### src/rtl/lsu_mem_ctrl_pkg.sv
// Shared definitions for the load/store controller: operation codes,
// FSM state encoding, UART address default and small decode helpers.
package lsu_mem_ctrl_pkg;

    localparam logic [5:0] ALU_NOP = 6'd0;
    localparam logic [5:0] ALU_LB  = 6'd20;
    localparam logic [5:0] ALU_LH  = 6'd21;
    localparam logic [5:0] ALU_LW  = 6'd22;
    localparam logic [5:0] ALU_LBU = 6'd23;
    localparam logic [5:0] ALU_LHU = 6'd24;
    localparam logic [5:0] ALU_SB  = 6'd25;
    localparam logic [5:0] ALU_SH  = 6'd26;
    localparam logic [5:0] ALU_SW  = 6'd27;

    localparam logic [31:0] UART_ADDR_DEFAULT = 32'hf6fff070;

    typedef enum logic [2:0] {
        IDLE    = 3'd0,
        LD_WAIT = 3'd1,
        ST_RD   = 3'd2,
        ST_WR   = 3'd3,
        RESP    = 3'd4
    } state_t;

    function automatic logic is_load(input logic [5:0] code);
        return (code == ALU_LB) || (code == ALU_LH) || (code == ALU_LW) ||
               (code == ALU_LBU) || (code == ALU_LHU);
    endfunction

    function automatic logic is_store(input logic [5:0] code);
        return (code == ALU_SB) || (code == ALU_SH) || (code == ALU_SW);
    endfunction

    // Halfword accesses need bit 0 clear, word accesses need both low bits clear.
    function automatic logic is_misaligned(input logic [5:0] code, input logic [1:0] off);
        logic mis;
        case (code)
            ALU_LH, ALU_LHU, ALU_SH: mis = off[0];
            ALU_LW, ALU_SW:          mis = (off != 2'b00);
            default:                 mis = 1'b0;
        endcase
        return mis;
    endfunction

endpackage

### src/rtl/lsu_mem_ctrl_lane_merge_extend.sv
// Combinational lane handling: extracts and extends a load lane from a
// RAM word, and inserts a store byte/halfword into a RAM word.
module lane_merge_extend
    import lsu_mem_ctrl_pkg::*;
(
    input  logic [5:0]  code,
    input  logic [1:0]  offset,
    input  logic [31:0] word,
    input  logic [15:0] lane_data,
    output logic [31:0] load_data,
    output logic [31:0] merged
);

    logic [7:0]  byte_lane;
    logic [15:0] half_lane;

    // Pick the addressed byte and halfword out of the word
    always_comb begin
        case (offset)
            2'd0:    byte_lane = word[7:0];
            2'd1:    byte_lane = word[15:8];
            2'd2:    byte_lane = word[23:16];
            default: byte_lane = word[31:24];
        endcase
        half_lane = offset[1] ? word[31:16] : word[15:0];
    end

    // Sign/zero extend according to the load flavour
    always_comb begin
        case (code)
            ALU_LB:  load_data = {{24{byte_lane[7]}}, byte_lane};
            ALU_LBU: load_data = {24'h0, byte_lane};
            ALU_LH:  load_data = {{16{half_lane[15]}}, half_lane};
            ALU_LHU: load_data = {16'h0, half_lane};
            ALU_LW:  load_data = word;
            default: load_data = 32'h0;
        endcase
    end

    // Replace the addressed lane with store data, keeping the other lanes
    always_comb begin
        merged = word;
        if (code == ALU_SB) begin
            case (offset)
                2'd0:    merged = {word[31:8], lane_data[7:0]};
                2'd1:    merged = {word[31:16], lane_data[7:0], word[7:0]};
                2'd2:    merged = {word[31:24], lane_data[7:0], word[15:0]};
                default: merged = {lane_data[7:0], word[23:0]};
            endcase
        end else if (code == ALU_SH) begin
            merged = offset[1] ? {lane_data, word[15:0]} : {word[31:16], lane_data};
        end
    end

endmodule

### src/rtl/lsu_mem_ctrl.sv
// Load/store controller between execute and a word-wide block RAM.
// Byte/halfword stores are done as read-modify-write; byte/word stores to
// the UART address go to the UART port instead of RAM.
module lsu_mem_ctrl
    import lsu_mem_ctrl_pkg::*;
#(
    parameter logic [31:0] UART_ADDR = UART_ADDR_DEFAULT
) (
    input  logic        clk,
    input  logic        rst,
    input  logic        req_valid,
    output logic        req_ready,
    input  logic [5:0]  alucode,
    input  logic [31:0] addr,
    input  logic [31:0] wdata,
    output logic        rsp_valid,
    output logic [31:0] rsp_data,
    output logic        misalign,
    output logic [31:0] mem_r_addr,
    input  logic [31:0] mem_r_data,
    output logic [31:0] mem_w_addr,
    output logic [31:0] mem_w_data,
    output logic [5:0]  mem_wcode,
    output logic        uart_we,
    output logic [7:0]  uart_data
);

    state_t      state, state_next;
    logic [5:0]  code_q;
    logic [1:0]  off_q;
    logic [31:0] index_q;
    logic [15:0] wdata_q;
    logic [31:0] wword_q;
    logic        uart_q;

    logic        req_known, req_mis, req_uart;
    logic [31:0] load_data, merged;

    assign req_known = is_load(alucode) || is_store(alucode);
    assign req_mis   = is_misaligned(alucode, addr[1:0]);
    assign req_uart  = ((alucode == ALU_SB) || (alucode == ALU_SW)) &&
                       (addr == UART_ADDR) && !req_mis;

    // The RAM word always comes back in the cycle after the address, so the
    // lane logic works directly on mem_r_data with the latched request.
    lane_merge_extend u_lane (
        .code      (code_q),
        .offset    (off_q),
        .word      (mem_r_data),
        .lane_data (wdata_q),
        .load_data (load_data),
        .merged    (merged)
    );

    assign mem_w_addr = index_q;
    assign mem_w_data = wword_q;

    // State register
    always_ff @(posedge clk) begin
        if (rst) state <= IDLE;
        else     state <= state_next;
    end

    // Next-state and per-state strobes
    always_comb begin
        state_next = state;
        req_ready  = 1'b0;
        rsp_valid  = 1'b0;
        mem_wcode  = ALU_NOP;
        uart_we    = 1'b0;
        uart_data  = 8'h00;
        mem_r_addr = index_q;
        case (state)
            IDLE: begin
                req_ready  = 1'b1;
                mem_r_addr = {2'b00, addr[31:2]};
                if (req_valid) begin
                    if (!req_known || req_mis || req_uart) state_next = RESP;
                    else if (is_load(alucode))            state_next = LD_WAIT;
                    else if (alucode == ALU_SW)           state_next = ST_WR;
                    else                                  state_next = ST_RD;
                end
            end
            LD_WAIT: state_next = RESP;
            ST_RD:   state_next = ST_WR;
            ST_WR: begin
                mem_wcode  = ALU_SW;
                state_next = RESP;
            end
            RESP: begin
                rsp_valid  = 1'b1;
                uart_we    = uart_q;
                uart_data  = uart_q ? wdata_q[7:0] : 8'h00;
                state_next = IDLE;
            end
            default: state_next = IDLE;
        endcase
    end

    // Request latch, RMW word build-up and response registers
    always_ff @(posedge clk) begin
        if (rst) begin
            code_q   <= ALU_NOP;
            off_q    <= 2'b00;
            index_q  <= 32'h0;
            wdata_q  <= 16'h0;
            wword_q  <= 32'h0;
            uart_q   <= 1'b0;
            rsp_data <= 32'h0;
            misalign <= 1'b0;
        end else begin
            if (state == IDLE && req_valid) begin
                code_q  <= alucode;
                off_q   <= addr[1:0];
                index_q <= {2'b00, addr[31:2]};
                wdata_q <= wdata[15:0];
                wword_q <= wdata;
                uart_q  <= req_uart;
            end
            if (state == ST_RD) wword_q <= merged;
            // Response registers change only when a new response is formed
            if (state_next == RESP && state != RESP) begin
                rsp_data <= (state == LD_WAIT) ? load_data : 32'h0;
                misalign <= (state == IDLE) && req_mis;
            end
        end
    end

endmodule
### config.mk
export PLATFORM = sky130hd
export DESIGN_NAME = lsu_mem_ctrl
export DESIGN_NICKNAME = d
export VERILOG_FILES = /design/src/rtl/lsu_mem_ctrl_pkg.sv /design/src/rtl/lsu_mem_ctrl_lane_merge_extend.sv /design/src/rtl/lsu_mem_ctrl.sv
export SDC_FILE = /design/constraint.sdc
export NUM_CORES = 1
export LEC_CHECK = 0
export BUFFER_PORTS_ARGS = -buffer_cell sky130_fd_sc_hd__buf_2
export CAP_MARGIN = 20
export CORE_MARGIN = 2
export CORE_UTILIZATION = 49
export DETAILED_ROUTE_END_ITERATION = 10
export GPL_ROUTABILITY_DRIVEN = 0
export PLACE_DENSITY = 0.8
export SKIP_LAST_GASP = 1
export SLEW_MARGIN = 15
export SYNTH_ARGS = -nofsm -noshare
export SYNTH_HDL_FRONTEND = slang
export SYNTH_HIERARCHICAL = 1
export SYNTH_SLANG_ARGS = --single-unit
### constraint.sdc
create_clock -name clk -period 2.2 [get_ports clk]
set_input_delay 0 -clock clk [delete_from_list [all_inputs] [get_ports clk]]
set_output_delay 0 -clock clk [all_outputs]
set_load 0.02 [all_outputs]
==> results.md <==
- Clock Sinks: 123
- Commonest non-fill, non-tap cell in the layout: buf_2
- WL/cell: 19.5 um
- Hold Startpoint: mem_r_data[20]
- EDFF count, synth: 0
- Drt via density: 5.92
- Tightest Pin Transition: 794 ps
- First-pass GRT wire length: 36300 um
- Core ar.: 12700 sq um
- Leakage power: 0.00407 uW
- Final hold vios: 0
- CP Data Arrival Time: 2440 ps
- Antenna violations before repair: 0
- CTS root buf: clkbuf_16
- Area contributors post-synth: dfxtp_1 39%, nand2_1 10%, mux2_2 8.1%, a21oi_1 6.2%, a32o_1 4.2%
- Synthesized area per cell: 8.93 sq um
- RSZ-0062 raised after global routing: no
- Outcome: finished clean
- Cell taking the most area after synthesis: dfxtp_1
- Sequential area share after synthesis: 38.6%
- Post-DP HPWL: 15300 um
- Top FF cell, synth: dfxtp_1
- Largest net degree at the start of global routing: 57
- Crit Path Class: flop to flop
- CP required: 2470 ps
- DR top layer: met4
- Filler cells: 944
- Fmax: 0.463 GHz
- Seq cells post-synth: 123
- Post-DRT Antenna Nets: 0
- Max_cap viols: 0
- Die Ht: 118 um
- DRT iter0 DRCs: 950
- Min setup slack post-route: 38.1 ps
- Slew Limit Fails: 0
- Register-to-Register Path Depth: 5
- Crit end category: flop
- GR Util All Layers: 32.8%
- Layout Nets: 1127
- PostCTS Resize Cnt: 0
- Commonest non-fill, non-tap cells in the layout: 244 x buf_2, 174 x nand2_1, 123 x dfxtp_1, 84 x dlygate4sd3_1, 79 x a21oi_1
- Area grow syn2layout: 42.3%
- Crit path largest cell delay: 480 ps
- PD cells: 697 nW/um^2
- Antenna fix cells: 0
- TritonCTS clock tree: done
- FF-to-FF End: mem_w_data[22]
- WL final: 23400 um
- Kind of launch point of the worst setup path: flop
- I/O Buffers: 244
- Hold Path Depth: 3
- Peak VDD IR: 477 uV
- Drt drc: 0
- Met2 Wirelength: 11200 um
- Die footprint: 13900 sq um
- DRT met1 WL: 9010 um
- H-tree depth: 4
- Crit-path cells: nor2b_1 > nand4_1 > mux2_2 > a22oi_1 > a21oi_1
- Synth unique cells: 61
- Share of the synthesized area in the top cell type: 38.6%
- Die Span X: 118 um
- Buf/Inv on CP: 0
- Clock slew at reported path FFs: 50 ps
- Cell area after synthesis: 6370 sq um
- Clk_skew: 8.47 ps
- Final min period: 2160 ps
- Worst min path class: input pin to flop
- Cells after synthesis: 714
- FP Rows: 41
- Clock Tree Buf Depth: 2
- Final setup TNS: 0 ps
- Reg-to-reg critical path startpoint: code_q[3]
- Vias post-DR: 7116
- CP Max Fanout: 8
- Place WS: 81.6 ps
- Crit-path leading delay family: simple AND/OR/NAND/NOR gates
- Relative slew slack: 46.6%
- Final setup vio count: 0
- Routed met3 length: 2160 um
- Total grt overflow: 0
- I/O pin total: 251
- Ys async rst share: 0%
- Worst R2R Setup Slack: 40 ps
- Vias in the first global route: 6857
- Final period util: 98.3%
- Clk Latency, worst-skew pair: 420 ps
- CP max-delay cell: nand4_1
- Share of cells above drive strength 1: 36.7%
- YS warnings: 6
- Starting Density: 50.3%
- Hold path endpoint: rsp_data[4]
- DR pass1 iterations: 6
- Num CTS Buffers: 17
-- cell families after synthesis --
kind of cell	synth area share, %
flip-flops	38.6
buffers and inverters	5.61
multiplexers	11.3
AO/OA/AOI/OAI	25.1
AND/OR/NAND/NOR	19.3
other	0.0588
-- where the power goes --
group          total (uW)  internal, uW  leakage (uW)  switching (uW)
registers            2450          2340       0.00101             101
clock network        2580          1630      0.000264             948
logic                1300           532       0.00280             767
-- per-layer routing --
metal / track usage, % / vias up
met4: 16.8 / 0
li1: - / 3222
met5: 0 / -
met1: 39.7 / 3317
met2: 54.2 / 484
met3: 7.80 / 93
-- state kept, by name (all words and copies together) (netlist names) --
register    cells
mem_w_data     32
state           3
rsp_data       32
code_q          6
off_q           2
mem_w_addr     30
uart_q          1
wdata_q        16
misalign        1
-- worst max path at each step --
stage / start / to / cells after the start
4_1_cts: off_q[1] / rsp_data[1] / 5
3_5_place_dp: off_q[1] / rsp_data[1] / 5
3_3_place_gp: off_q[1] / rsp_data[11] / 5
6_report: code_q[3] / mem_w_data[22] / 5
5_1_grt: code_q[3] / mem_w_data[22] / 5
2_1_floorplan: code_q[2] / rsp_data[10] / 7
-- per-stage QoR --
stage	util [%]	power [uW]	hold slack (ps)	std cells	cell area, sq um
after floorplan	-	3210	136	719	6390
after global placement	60.7	3610	260	1091	7700
after detailed placement	60.7	3630	268	1091	7700
after CTS	71.6	6300	0.178	1202	9070
after global routing	71.6	6530	14.8	1202	9070
final	71.6	6330	28.5	1202	9070
-- worst register-to-register path, stage by stage (launching register included) --
cell	delay, ps
dfxtp_1	390
nor2b_1	350
nand4_1	480
mux2_2	450
a22oi_1	240
a21oi_1	110
-- timing repair --
action	4_1_cts	5_1_grt
hold buffers	84	0
setup buffers	0	0
endpoints found under the hold margin	103	0
endpoints found under the setup margin	0	0
-- cell type report --
type / instances / area, sq um / area share [%]
Clock inverter: 3 / 40.0 / 0.441
Inverter: 3 / 11.3 / 0.124
Sequential cell: 123 / 2460 / 27.1
Clock buffer: 24 / 492 / 5.42
Tap cell: 172 / 215 / 2.37
Multi-Input combinational cell: 527 / 3600 / 39.7
Timing Repair Buffer: 350 / 2250 / 24.8
-- Yosys cell counts (all sizes together), types with 2 or more instances --
| cell type | count |
|---|---|
| a21o | 18 |
| a21oi | 89 |
| a221o | 16 |
| a22o | 16 |
| a22oi | 16 |
| a31oi | 19 |
| a32o | 32 |
| and2 | 2 |
| and3 | 10 |
| and4 | 5 |
| and4b | 2 |
| and4bb | 2 |
| buf | 28 |
| clkbuf | 38 |
| dfxtp | 123 |
| inv | 3 |
| mux2 | 47 |
| mux2i | 2 |
| mux4 | 7 |
| nand2 | 175 |
| nand2b | 6 |
| nand4 | 4 |
| nand4b | 2 |
| nand4bb | 2 |
| nor2 | 8 |
| nor2b | 14 |
| nor3 | 4 |
| nor4 | 4 |
| nor4b | 3 |
| o211ai | 3 |
| o21ai | 3 |
(Power assumes the default switching activity.)
